[src/rtl/piezo_alert_pkg.sv]
// Shared types and helpers for the piezo alert sequencer: state encoding,
// beep-period tiers, millisecond-to-tick conversion and BCD helpers.
package piezo_alert_pkg;

  localparam logic [2:0] ST_IDLE   = 3'd0;
  localparam logic [2:0] ST_GAP    = 3'd1;
  localparam logic [2:0] ST_BEEP   = 3'd2;
  localparam logic [2:0] ST_CH_ON  = 3'd3;
  localparam logic [2:0] ST_CH_OFF = 3'd4;
  localparam logic [2:0] ST_ALARM  = 3'd5;

  typedef enum logic [2:0] {
    IDLE   = ST_IDLE,
    GAP    = ST_GAP,
    BEEP   = ST_BEEP,
    CH_ON  = ST_CH_ON,
    CH_OFF = ST_CH_OFF,
    ALARM  = ST_ALARM
  } state_e;

  typedef enum logic [1:0] {
    TIER_LONG,
    TIER_SHORT,
    TIER_URGENT
  } tier_e;

  // Never returns 0, so every "ticks-1" terminal count stays meaningful.
  function automatic logic [31:0] ms_to_ticks(input longint unsigned clk_hz,
                                               input longint unsigned ms);
    longint unsigned t;
    t = clk_hz / 1000 * ms;
    if (t == 0) t = 1;
    if (t > 64'h0000_0000_FFFF_FFFF) t = 64'h0000_0000_FFFF_FFFF;
    return t[31:0];
  endfunction

  function automatic logic bcd_valid(input logic [3:0] digit);
    return digit <= 4'd9;
  endfunction

  function automatic logic [6:0] bcd2_to_bin(input logic [7:0] bcd);
    return ({3'd0, bcd[7:4]} * 7'd10) + {3'd0, bcd[3:0]};
  endfunction

endpackage

[src/rtl/piezo_tone_gen.sv]
// Square-wave tone source for a passive piezo. The divider is parked while the
// gate is low so every burst begins in the high phase.
module piezo_tone_gen #(
  parameter int unsigned CLK_FREQ_HZ = 50_000_000,
  parameter int unsigned TONE_HZ     = 2000
) (
  input  logic clk,
  input  logic sys_rst,
  input  logic gate,
  output logic tone
);

  localparam int unsigned HALF_RAW   = CLK_FREQ_HZ / (2 * TONE_HZ);
  localparam logic [31:0] HALF_TICKS = (HALF_RAW == 0) ? 32'd1 : 32'(HALF_RAW);

  logic [31:0] div_q;
  logic        phase_q;

  always_ff @(posedge clk) begin
    if (sys_rst || !gate) begin
      div_q   <= '0;
      phase_q <= 1'b0;
    end else if (div_q == HALF_TICKS - 32'd1) begin
      div_q   <= '0;
      phase_q <= ~phase_q;
    end else begin
      div_q <= div_q + 32'd1;
    end
  end

  assign tone = ~phase_q;

endmodule

[src/rtl/piezo_alert_sequencer.sv]
// Merges the countdown beep (3-tier period) with prioritised event requests
// into one piezo gate. Define PIEZO_TONE_EN to modulate the gate with a tone.
module piezo_alert_sequencer
  import piezo_alert_pkg::*;
#(
  parameter int unsigned CLK_FREQ_HZ      = 50_000_000,
  parameter int unsigned NUM_CH           = 4,
  parameter int unsigned ON_MS            = 500,
  parameter int unsigned PERIOD_LONG_MS   = 5000,
  parameter int unsigned PERIOD_SHORT_MS  = 2000,
  parameter int unsigned PERIOD_URGENT_MS = 500,
  parameter int unsigned URGENT_SEC       = 10,
  parameter int unsigned CH_ON_MS         = 100,
  parameter int unsigned CH_OFF_MS        = 100,
  parameter int unsigned TONE_HZ          = 2000
) (
  input  logic                         clk,
  input  logic                         sys_rst,
  input  logic                         game_enable,
  input  logic [15:0]                  time_bcd,
  input  logic [NUM_CH-1:0]            ch_req,
  output logic                         piezo_out,
  output logic                         beep_pulse,
  output logic [$clog2(NUM_CH+1)-1:0]  active_src
);

  localparam int unsigned SRC_W = $clog2(NUM_CH + 1);

  localparam logic [31:0] ON_TICKS      = ms_to_ticks(CLK_FREQ_HZ, ON_MS);
  localparam logic [31:0] LONG_TICKS    = ms_to_ticks(CLK_FREQ_HZ, PERIOD_LONG_MS);
  localparam logic [31:0] SHORT_TICKS   = ms_to_ticks(CLK_FREQ_HZ, PERIOD_SHORT_MS);
  localparam logic [31:0] URGENT_TICKS  = ms_to_ticks(CLK_FREQ_HZ, PERIOD_URGENT_MS);
  localparam logic [31:0] CH_ON_TICKS   = ms_to_ticks(CLK_FREQ_HZ, CH_ON_MS);
  localparam logic [31:0] CH_OFF_TICKS  = ms_to_ticks(CLK_FREQ_HZ, CH_OFF_MS);

  // Lowest set bit wins; result is index+1 so that 0 can mean "timer".
  function automatic logic [SRC_W-1:0] first_req(input logic [NUM_CH-1:0] req);
    logic [SRC_W-1:0] src;
    src = '0;
    for (int i = NUM_CH - 1; i >= 0; i--) begin
      if (req[i]) src = SRC_W'(i + 1);
    end
    return src;
  endfunction

  state_e            state_q, state_d;
  logic [31:0]       cnt_q, cnt_d, cnt_inc;
  logic [SRC_W-1:0]  src_q, src_d;
  logic              pulse_q, pulse_d;

  logic              time_valid, mm_zero, timeout, any_req;
  logic [6:0]        ss_bin;
  tier_e             tier;
  logic [31:0]       period_ticks;
  logic              gate;

  assign time_valid = bcd_valid(time_bcd[15:12]) && bcd_valid(time_bcd[11:8]) &&
                      bcd_valid(time_bcd[7:4])   && bcd_valid(time_bcd[3:0]);
  assign mm_zero    = (time_bcd[15:8] == 8'h00);
  assign ss_bin     = bcd2_to_bin(time_bcd[7:0]);
  assign timeout    = (time_bcd == 16'h0000);
  assign any_req    = |ch_req;

  always_comb begin
    tier = TIER_LONG;
    if (time_valid && mm_zero) begin
      tier = ({25'd0, ss_bin} < URGENT_SEC) ? TIER_URGENT : TIER_SHORT;
    end
  end

  always_comb begin
    case (tier)
      TIER_URGENT: period_ticks = URGENT_TICKS;
      TIER_SHORT:  period_ticks = SHORT_TICKS;
      default:     period_ticks = LONG_TICKS;
    endcase
  end

  assign cnt_inc = (cnt_q == 32'hFFFF_FFFF) ? cnt_q : cnt_q + 32'd1;

  always_comb begin
    // NOTE: every output of this block gets a default first, so no path can
    // leave one unassigned and infer a latch.
    state_d = state_q;
    cnt_d   = cnt_inc;
    src_d   = src_q;
    pulse_d = 1'b0;

    if (!game_enable) begin
      state_d = IDLE;
      cnt_d   = '0;
      src_d   = '0;
    end else if (state_q != IDLE && timeout) begin
      state_d = ALARM;
      src_d   = '0;
      if (state_q != ALARM) cnt_d = '0;
    end else begin
      case (state_q)
        IDLE: begin
          state_d = GAP;
          cnt_d   = '0;
        end
        GAP, BEEP: begin
          if (any_req) begin
            state_d = CH_ON;
            cnt_d   = '0;
            src_d   = first_req(ch_req);
            pulse_d = 1'b1;
          end else if (state_q == GAP && cnt_q >= period_ticks - 32'd1) begin
            // ">=" lets a tier drop mid-gap fire at once.
            state_d = BEEP;
            cnt_d   = '0;
            pulse_d = 1'b1;
          end else if (state_q == BEEP && cnt_q == ON_TICKS - 32'd1) begin
            state_d = GAP;
            cnt_d   = '0;
          end
        end
        CH_ON: begin
          if (cnt_q == CH_ON_TICKS - 32'd1) begin
            state_d = CH_OFF;
            cnt_d   = '0;
          end
        end
        CH_OFF: begin
          if (cnt_q == CH_OFF_TICKS - 32'd1) begin
            cnt_d = '0;
            if (any_req) begin
              state_d = CH_ON;
              src_d   = first_req(ch_req);
              pulse_d = 1'b1;
            end else begin
              state_d = GAP;
              src_d   = '0;
            end
          end
        end
        ALARM:   state_d = ALARM;
        default: begin
          state_d = IDLE;
          cnt_d   = '0;
          src_d   = '0;
        end
      endcase
    end
  end

  always_ff @(posedge clk) begin
    // NOTE: state registers use non-blocking assignments so every flop samples
    // the pre-edge value regardless of statement order.
    if (sys_rst) begin
      state_q <= IDLE;
      cnt_q   <= '0;
      src_q   <= '0;
      pulse_q <= 1'b0;
    end else begin
      state_q <= state_d;
      cnt_q   <= cnt_d;
      src_q   <= src_d;
      pulse_q <= pulse_d;
    end
  end

  assign gate       = (state_q == BEEP) || (state_q == CH_ON) || (state_q == ALARM);
  assign beep_pulse = pulse_q;
  assign active_src = src_q;

`ifdef PIEZO_TONE_EN
  logic tone;

  piezo_tone_gen #(
    .CLK_FREQ_HZ (CLK_FREQ_HZ),
    .TONE_HZ     (TONE_HZ)
  ) u_tone (
    .clk     (clk),
    .sys_rst (sys_rst),
    .gate    (gate),
    .tone    (tone)
  );

  assign piezo_out = gate & tone;
`else
  assign piezo_out = gate;
`endif

endmodule
[config.mk]
export PLATFORM = sky130hd
export DESIGN_NAME = piezo_alert_sequencer
export DESIGN_NICKNAME = d
export VERILOG_FILES = /design/src/rtl/piezo_alert_pkg.sv /design/src/rtl/piezo_tone_gen.sv /design/src/rtl/piezo_alert_sequencer.sv
export SDC_FILE = /design/constraint.sdc
export NUM_CORES = 1
export LEC_CHECK = 0
export ABC_CLOCK_PERIOD_IN_PS = 3900
export CORE_UTILIZATION = 49
export CTS_BUF_LIST = sky130_fd_sc_hd__clkbuf_16
export CTS_CLUSTER_SIZE = 10
export DETAILED_ROUTE_END_ITERATION = 16
export PLACE_DENSITY = 0.71
export SYNTH_ARGS = -nofsm -noshare
export SYNTH_HDL_FRONTEND = slang
export SYNTH_HIERARCHICAL = 1
export SYNTH_SLANG_ARGS = --single-unit
[constraint.sdc]
create_clock -name clk -period 3.9 [get_ports clk]
set_input_delay 0.39 -clock clk [delete_from_list [all_inputs] [get_ports clk]]
set_output_delay 0.39 -clock clk [all_outputs]
set_load 0.02 [all_outputs]
### Word level (Yosys, flattened, before mapping)

Cells that the tools add are included.

| operators by class | value |
|---|---|
| mux-type cells | 32 |
| $lt $le $gt $ge | 6 |
| multipliers | 1 |
| reduce and logical (&&, ||, !) cells | 22 |
| bitwise logic cells | 2 |
| eq/ne operators | 18 |
| add/subtract/negate cells | 3 |

Operators by type and width:

| operator | number |
|---|---|
| 32-bit 2-to-1 mux | 7 |
| 32-bit one-hot mux with 3 select lines | 1 |
| 28-bit one-hot mux with 2 select lines | 1 |
| 3-bit 2-to-1 mux | 13 |
| 32-bit by 1-bit adder with 32-bit output, second input constant | 1 |
| 32-bit by 23-bit equality test with 1-bit output, second input constant | 1 |
| 32-bit by 25-bit equality test with 1-bit output, second input constant | 1 |
| 32-bit equality test, second input constant | 1 |
| 32-bit >= comparator | 1 |
| 32-bit by 1-bit subtractor with 32-bit output, second input constant | 1 |
| 4-bit <= comparator, second input constant | 4 |
| 16-bit zero test | 1 |
| 3-bit one-hot mux with 5 select lines | 1 |
| 3-bit != test, second input constant | 3 |
| 3-bit one-hot mux with 3 select lines | 1 |
| 3-bit AND reduction | 3 |
| 8-bit zero test | 1 |
| 7-bit by 4-bit adder with 7-bit output | 1 |
| 1-bit logical AND | 7 |
| 7-bit by 4-bit < comparator with 1-bit output, second input constant | 1 |
| 3-bit by 2-bit equality test with 1-bit output, second input constant | 2 |
| 3-bit equality test, second input constant | 2 |
| 4-bit by 3-bit multiplier with 6-bit output, second input constant | 1 |
| 2-bit 2-to-1 mux | 3 |
| 15 further kinds | 25 |

| storage, ports and cells | value |
|---|---|
| output and inout bits | 5 |
| input port bits | 23 |
| register bits after elaboration | 39 |

### Logic depth before layout (Yosys ltp)

Gate-level depths: netlist of the first run.

| depth | value |
|---|---|
| depth after elaboration | 15 |
| gate-level depth with buffers | 19 |

### Worst setup path before layout of the first run

Ideal clock, no wire load.

| timing | value |
|---|---|
| path kind | input to register |
| start | input port time_bcd[5] |
| end | register cnt_q[10] |
| library setup time | 147 ps |
| data arrival time | 4135 ps |
| stages | 17 |
| buffers on the path | 1 |
| data required time | 3753 ps |
| setup slack | -382 ps |
| cells stage by stage | ha_1 ha_1 inv_1 fa_1 nor4b_1 a21oi_1 nor4b_1 nand2b_1 inv_1 ha_1 and4_1 nand3_1 a2111oi_0 nor3b_2 o21ai_4 buf_6 a211oi_2 |

| on the way | value |
|---|---|
| cells in the longest elaborated chain, start to end | 14 |
| elaborated cells on any way between the ends | 21 |
| classes of those cells | 2 x add/sub; 1 x mul; 3 x order compare; 2 x eq/ne; 7 x mux; 6 x reduce/logical |

RTL lines:

| what | line | RTL |
|---|---|---|
| start: declaration | piezo_alert_sequencer.sv:20 | `input logic [15:0] time_bcd,` |
| 4-bit by 3-bit multiplier with 6-bit output / 4-bit <= comparator (equally long branches) | piezo_alert_pkg.sv:42, piezo_alert_pkg.sv:38 |  |
| 7-bit by 4-bit adder with 7-bit output / 1-bit logical AND (equally long branches) | piezo_alert_pkg.sv:42, piezo_alert_sequencer.sv:57 |  |
| 7-bit by 4-bit < comparator with 1-bit output / 1-bit logical AND (equally long branches) | piezo_alert_sequencer.sv:67, piezo_alert_sequencer.sv:58 |  |
| 2-bit 2-to-1 mux / 1-bit logical AND (equally long branches) | piezo_alert_sequencer.sv:67, piezo_alert_sequencer.sv:66 |  |
| 2-bit 2-to-1 mux | piezo_alert_sequencer.sv:66 | `if (time_valid && mm_zero) begin` |
| 2-bit by 1-bit equality test with 1-bit output / 2-bit equality test (equally long branches) | piezo_alert_sequencer.sv:72 | `case (tier)` |
| 28-bit one-hot mux with 2 select lines | piezo_alert_sequencer.sv:72 |  |
| 32-bit by 1-bit subtractor with 32-bit output | piezo_alert_sequencer.sv:109 | `end else if (state_q == GAP && cnt_q >= period_ticks - 32'd1) begin` |
| 32-bit >= comparator | piezo_alert_sequencer.sv:109 |  |
| 1-bit logical AND | piezo_alert_sequencer.sv:109 |  |
| 32-bit 2-to-1 mux | piezo_alert_sequencer.sv:109 |  |
| 32-bit 2-to-1 mux | piezo_alert_sequencer.sv:104 | `if (any_req) begin` |
| 32-bit one-hot mux with 3 select lines | piezo_alert_sequencer.sv:98 | `case (state_q)` |
| 32-bit 2-to-1 mux (*) | piezo_alert_sequencer.sv:93 | `end else if (state_q != IDLE && timeout) begin` |
| end signal: assignment | piezo_alert_sequencer.sv:158 | `cnt_q <= cnt_d;` |
| end: declaration | piezo_alert_sequencer.sv:47 | `logic [31:0] cnt_q, cnt_d, cnt_inc;` |

Every way passes the cells marked *; elsewhere a longest branch is shown, timed or not.
A chain may end at the register's enable or synchronous reset.

### Worst setup path in the final report of the first run

| timing | value |
|---|---|
| start | input port time_bcd[5] |
| end | register cnt_q[23] |

The elaborated chain is that of the path after synthesis.

==> flow_summary_export.csv, run 1 <==
group,metric,value,unit
detailed_routing,avgRoutedWirePerCell,17.3,µm
detailed_routing,num_vias,3117,
die,die_y,82.7,µm
clocking,cts_buffers,5,
placed_design,dp_cells,487,
global_route,grt_overflow,0,
yosys,synth_common_cells,"39 x dfxtp_1, 37 x nand2_1, 28 x a211oi_2, 28 x nor2_1",
worst_setup_path,crit_required,4.02,ns
worst_setup_path,crit_fanout,6,
timing,maxSlewViolCount,0,
power,p_switching,237,µW
yosys,synth-warning-count,6,
status,status,"finished with violations",
yosys,synth_top_area_cell,"dfxtp_1",
clocking,clk_latency,0.28,ns
timing,clock.fmax,253,MHz
yosys,ys.flop_type,"dfxtp_1",
timing,finalSetupViolCount,26,
yosys,syn_avg_cell_area,8.52,µm²
worst_setup_path,startpoint_type,"input pin",
yosys,netlist_area,3190,µm²
power,clock_power_share,45.1,%
die,die_x,82.7,µm
yosys,synth_top_area_share,24.4,%
timing,relSlewSlack,33.4,%
power,vdd_drop_max,0.190,mV
worst_setup_path,cp-end-kind,"flop",
timing,rsz0062_at_grt,"yes",
yosys,ys_ff_latch,39,
job,maxCapViolations,0,
placed_design,dp_hpwl,5.82,mm
timing,setup_ws,-0.0590,ns
power,pwr-share-comb,15.3,%
detailed_routing,remaining_drc_errors,0,
yosys,yosysMostFrequentCell,"dfxtp_1",
detailed_routing,dr_wl_met3,636,µm
clocking,clockRootBuffer,"clkbuf_16",
yosys,synth_edf_count,0,
yosys,synth-compound-area-share,21.7,%
clocking,cts_tree,"done",
global_route,grt_pass1_wl,13.8,mm
worst_setup_path,reg2reg_from,"cnt_q[30]",
detailed_routing,vias_per_cell,6.11,
status,violations,"setup timing",
clocking,clk_pin_slew,0.06,ns
global_route,grt_pass1_vias,2885,
final_layout,register_area,781,µm²
min_path,hold_class,"reg -> reg",
final_layout,num_antenna_cells,0,
final_layout,fin_nets,483,
power,p_leak,1.43,nW
worst_setup_path,rr_endpoint,"cnt_q[23]",
yosys,synthDistinctLibCells,56,
die,io_pins,28,
detailed_routing,ant_nets,0,
die,fp-row-count,29,
timing,skew,0.00568,ns
final_layout,num-fill-cells,515,
power,seqPwrFrac,39.6,%
worst_setup_path,cp.arrival,4.08,ns
die,core_area,6310,µm²
timing,whs,0.458,ns
detailed_routing,drt-total-wl,8.83,mm
yosys,synth_mux_area_share,0.627,%
yosys,synthAdderAreaFrac,11.4,%
clocking,cts-htree-levels,2,
global_route,grt_usage,27.1,%
timing,min_period,3.96,ns
yosys,synth_xor_area_share,8.50,%
timing,tightest_slew,1.00,ns
global_route,grt_max_degree,34,
clocking,clk_path_buf_depth,2,
placed_design,gp_congestion,0.872,
worst_setup_path,r2r_cells,9,
detailed_routing,drt_first_pass_iters,5,
final_layout,syn_to_final_growth,31.7,%
yosys,synth_top_family_by_area,"simple AND/OR/NAND/NOR gates",
clocking,cts.sinks,39,
detailed_routing,top_layer,"met4",
final_layout,final_cells,510,
power,p_int,781,µW
power,power.share.switching,23.3,%
yosys,synth-simple-area-share,26.9,%
yosys,synth_async_sr_flop_share,0,%
clocking,holdBufCountCts,0,
yosys,netlist_instances,375,
timing,hold_viol,0,
worst_setup_path,rrSetupSlack,0.98,ns
worst_setup_path,critical_path_class,"in -> reg",
die,dieArea,6850,µm²
detailed_routing,drt-initial-drc-count,231,
min_path,whs_path_depth,2,
final_layout,multi_input_area,2450,µm²
detailed_routing,wl_met1,3.68,mm
power,powerDensity,242,nW/µm²
global_route,antenna_found_initial,0,
detailed_routing,wl_met2,4.32,mm
final_layout,drive_gt1_share,29.3,%
yosys,ys_seq_area_share,24.4,%
placed_design,io_buffer_count,27,
yosys,synthTopCellsByArea,"dfxtp_1 24%, a211oi_2 11%, ha_1 10%",
min_path,min_to,"active_src[0]",
timing,period_share,102,%
die,start_util,50.6,%
min_path,min_from,"active_src[0]",
-- cells by family after synthesis --
logic type,count (synthesis)
XOR/XNOR,31
AND/OR/NAND/NOR,160
flip-flops,39
other,2
adder cells (fa/ha/maj),28
buffers and inverters,33
AO/OA/AOI/OAI,80
multiplexers,2
-- cells in the final DEF, fill, tap and decap left out, drive strengths merged, types with 2 or more instances in the layout --
cell and count:
a31oi 2, inv 17, nand2 37, o211ai 2, nor4 16, nand4 10, and2 2, fa 2
dlygate4sd2 2, conb 3, clkbuf 5, nor2 28, nor4b 3, clkdlybuf4s50 21, mux2i 2, a21oi 21
o21ai 12, and3 6, clkinv 2, xor2 5, nor3b 4, buf 42, nand3 14, a211oi 32
xnor2 26, and4 3, or4 3, nor3 14, nor2b 3, or3 4, ha 26, nand2b 8
dfxtp 39
-- sequential cells by signal, indices dropped and copies added (netlist names) --
signal	cells
state_q	3
cnt_q	32
beep_pulse	1
active_src	3
-- worst max-delay path: stages --
cell and delay [ns]:
buf_8 0.10, ha_4 0.26, ha_4 0.12, inv_2 0.03, fa_2 0.57, nand2_2 0.07, mux2i_2 0.18, a21oi_2 0.10
nor4b_4 0.27, buf_4 0.16, nand2b_4 0.13, inv_4 0.04, ha_4 0.25, and4_4 0.24, a221oi_4 0.07, a2111oi_4 0.40
nor3b_2 0.12, o21ai_4 0.24, buf_6 0.15, buf_12 0.12, a211oi_2 0.07
-- per-stage QoR --
stage          util, %  instance area (µm²)  setup TNS [ns]  total power [mW]  worst slack (ns)
2_1_floorplan        -                 3240               0             0.476            0.0109
3_3_place_gp      58.0                 3660          -21.82             0.525            -0.646
3_5_place_dp      58.0                 3660          -25.70             0.529            -0.773
4_1_cts           66.1                 4170           -2.23              1.02           -0.0862
5_1_grt           66.6                 4210           -5.90              1.05            -0.210
6_report          66.6                 4210           -1.21              1.02           -0.0590
-- layout make-up --
| cell class | count | area share [%] |
|---|---|---|
| Sequential cell | 39 | 18.6 |
| Clock inverter | 3 | 0.922 |
| Multi-Input combinational cell | 304 | 58.3 |
| Timing Repair Buffer | 65 | 15.3 |
| Tap cell | 77 | 2.29 |
| Inverter | 17 | 1.58 |
| Clock buffer | 5 | 2.97 |
-- metal layers --
metal  global-route usage [%]  vias up
met1                     34.7     1495
li1                         -     1484
met5                        0        -
met3                     5.05       19
met4                     9.66        0
met2                     45.1      119
-- worst max path at each step --
stage | start | endpoint | slack (ns) | depth (start not counted)
after global placement | time_bcd[5] | cnt_q[0] | -0.65 | 18
after floorplan | time_bcd[5] | cnt_q[23] | 0.01 | 17
after global routing | time_bcd[5] | cnt_q[23] | -0.21 | 21
after detailed placement | time_bcd[5] | cnt_q[9] | -0.77 | 18
final | time_bcd[5] | cnt_q[23] | -0.06 | 21
after CTS | time_bcd[5] | cnt_q[23] | -0.09 | 21
-- power by group through the flow --
stage               combinational (mW)  sequential, mW  clock (mW)
floorplan                       0.0664           0.410           0
global placement                 0.113           0.412           0
detailed placement               0.117           0.412           0
CTS                              0.152           0.403       0.466
global route                     0.169           0.403       0.481
finish                           0.156           0.403       0.459
-- timing repair --
item                                    in CTS  in global routing
cloned                                       3                  0
resized for setup                           59                 11
setup buffers                               12                  3
pin swaps                                   52                 15
endpoints found under the setup margin      35                 35
Note: power is estimated with default switching activity, not from simulation.
==> run 2: changes to the inputs <==
--- a/config.mk
+++ b/config.mk
@@ -6,6 +6,7 @@
 export NUM_CORES = 1
 export LEC_CHECK = 0
 export ABC_CLOCK_PERIOD_IN_PS = 3900
+export CORE_MARGIN = 5
 export CORE_UTILIZATION = 49
 export CTS_BUF_LIST = sky130_fd_sc_hd__clkbuf_16
 export CTS_CLUSTER_SIZE = 10
==> run 2 against run 1 <==
Non-clock buffer count decreased by 10; hold slack got worse by 0.0084 ns; worst setup slack improved by 0.022 ns; cell count shrank 2.2%; highest routed layer unchanged; core utilization down 2.0 points; sequential share of layout area is 0.47 points higher; routed wire length is 0.61% higher; via count fell by 3.0%; clock skew is 0.0048 ns higher; the run still ends with setup timing left; sequential cell count unchanged; combinational power up 3%; register-to-register slack improved by 0.02 ns.
==> flow_summary_export.csv, run 2 (synthesis gave the netlist of run 1 again) <==
group,metric,value,unit
timing,maxSlewViolCount,0,
min_path,hold_class,"reg -> reg",
timing,setup_ws,-0.0371,ns
final_layout,layout_common_cells,"39 x dfxtp_1, 35 x nand2_1, 31 x a211oi_2",
timing,period_share,101,%
worst_setup_path,slowest_stage,"fa_2",
detailed_routing,drt-initial-drc-count,201,
placed_design,dp_hpwl,6.07,mm
clocking,cts_tree,"done",
worst_setup_path,critical_path_class,"in -> reg",
die,io_pins,28,
detailed_routing,remaining_drc_errors,0,
clocking,cts_buffers,5,
timing,clock.fmax,254,MHz
power,p_leak,1.39,nW
clocking,cts-htree-levels,2,
global_route,grt_overflow,0,
global_route,grt_usage,21.6,%
final_layout,syn_to_final_growth,28.5,%
detailed_routing,avgRoutedWirePerCell,17.8,µm
final_layout,top_register,"cnt_q",
clocking,clockRootBuffer,"clkbuf_16",
worst_setup_path,critical_path_buf_inv_count,5,
worst_setup_path,rr_endpoint,"cnt_q[27]",
die,dieArea,8230,µm²
worst_setup_path,endpoint,"cnt_q[31]",
power,vdd_drop_max,0.280,mV
status,status,"finished with violations",
timing,tightest_slew,1.03,ns
worst_setup_path,critical_path.top_delay_family,"adder cells",
clocking,clk_pin_slew,0.06,ns
worst_setup_path,max_stage_delay,0.60,ns
worst_setup_path,path_depth,20,
final_layout,fin_util,64.6,%
global_route,grt_pass1_vias,2992,
timing,hold_viol,0,
timing,relSlewSlack,31.6,%
die,start_util,50.3,%
timing,whs,0.450,ns
worst_setup_path,crit_required,4.10,ns
timing,min_period,3.94,ns
placed_design,gp_congestion,0.877,
clocking,cts.sinks,39,
worst_setup_path,cp-end-kind,"flop",
global_route,antenna_found_initial,0,
job,maxCapViolations,0,
global_route,grt_max_degree,34,
final_layout,fin_nets,473,
worst_setup_path,path_cells,"buf_4 > ha_4 > ha_4 > inv_2 > fa_2 > nand2_2 > mux2i_1 > a21oi_2 > nor4b_4 > nand2_1 > inv_2 > ha_1 > and4_4 > a221oi_4 > a2111oi_4 > nor3b_2 > o21ai_4 > buf_12 > clkbuf_16 > a211oi_2",
timing,skew,0.0105,ns
detailed_routing,drt_first_pass_iters,4,
worst_setup_path,crit_fanout,8,
worst_setup_path,reg2reg_from,"cnt_q[12]",
detailed_routing,num_vias,3022,
worst_setup_path,cp.arrival,4.14,ns
die,die_x,90.7,µm
final_layout,largest_register_ffs,32,
final_layout,drive_gt1_share,27.5,%
timing,fin_setup_tns,-0.381,ns
placed_design,io_buffer_count,27,
detailed_routing,vias_per_cell,6.06,
final_layout,num_antenna_cells,0,
timing,finalSetupViolCount,17,
placed_design,place_ws,-0.773,ns
status,violations,"setup timing",
timing,rsz0062_at_grt,"yes",
final_layout,mostFrequentLayoutCell,"dfxtp_1",
detailed_routing,drt-total-wl,8.89,mm
detailed_routing,ant_nets,0,
worst_setup_path,rrSetupSlack,1.00,ns
die,die_y,90.7,µm
worst_setup_path,critPathLaunch,"time_bcd[7]",
die,core_area,6350,µm²
clocking,clk_path_buf_depth,2,
clocking,clk_latency,0.29,ns
power,powerDensity,234,nW/µm²
global_route,grt_pass1_wl,14.7,mm
die,fp-row-count,29,
worst_setup_path,r2r_cells,7,
worst_setup_path,startpoint_type,"input pin",
-- run 2: area by class of cell --
type / count / area [µm²]
multi-input cells: 304 / 2460
fillers: 546 / 2250
flip-flops and latches: 39 / 781
repair buffers: 55 / 561
clock buffers: 5 / 125
well taps: 77 / 96.3
inverters: 17 / 66.3
clock inverters: 2 / 13.8
-- run 2: through the flow --
step	instances	instance area, µm²	total power, mW
after floorplan	376	3240	0.476
after global placement	485	3660	0.524
after detailed placement	485	3660	0.527
after CTS	497	3880	0.924
after global routing	499	4100	1.00
final	499	4100	0.958
-- run 2: per-layer routing --
metal | vias to the layer above | track usage (%) | wire (µm)
li1 | 1467 | - | -
met1 | 1442 | 28.5 | 3770
met2 | 90 | 34.8 | 4270
met3 | 23 | 5.25 | 640
met4 | 0 | 6.45 | 207
met5 | - | 0 | 0
-- run 2: how the worst min path moves through the flow --
stage / slack, ns / from / endpoint / depth (start not counted)
after floorplan: 0.53 / active_src[0] / active_src[0] / 2
after global placement: 0.44 / active_src[1] / active_src[1] / 2
after detailed placement: 0.45 / active_src[2] / active_src[2] / 2
after CTS: 0.45 / active_src[2] / active_src[2] / 2
after global routing: 0.48 / active_src[2] / active_src[2] / 2
final: 0.45 / active_src[2] / active_src[2] / 2
-- run 2: what timing repair did --
item                       4_1_cts  5_1_grt
setup endpoints to repair       35       35
cloned                           1        1
setup buffers                    5        3
pin swaps                       25       19
hold buffers                     0        0
hold endpoints to repair         0        0
resized for setup               13       48
-- run 2: where the power goes --
part	switching, mW	total, mW	internal [mW]
combinational	0.0779	0.160	0.0824
sequential	0.00292	0.403	0.400
clock	0.162	0.395	0.233
-- run 2: worst min-delay path: stages (launching register included) --
cell	delay, ns
dfxtp_1	0.30
nand2_1	0.05
a21oi_1	0.05
==> run 3: changes to the inputs <==
--- a/config.mk
+++ b/config.mk
@@ -11,6 +11,8 @@
 export CTS_BUF_LIST = sky130_fd_sc_hd__clkbuf_16
 export CTS_CLUSTER_SIZE = 10
 export DETAILED_ROUTE_END_ITERATION = 16
+export GPL_ROUTABILITY_DRIVEN = 1
+export HOLD_SLACK_MARGIN = 0.08
 export PLACE_DENSITY = 0.71
 export SYNTH_ARGS = -nofsm -noshare
 export SYNTH_HDL_FRONTEND = slang
==> results of run 3 <==
The final DEF is identical to that of run 2; final timing and power are the same.
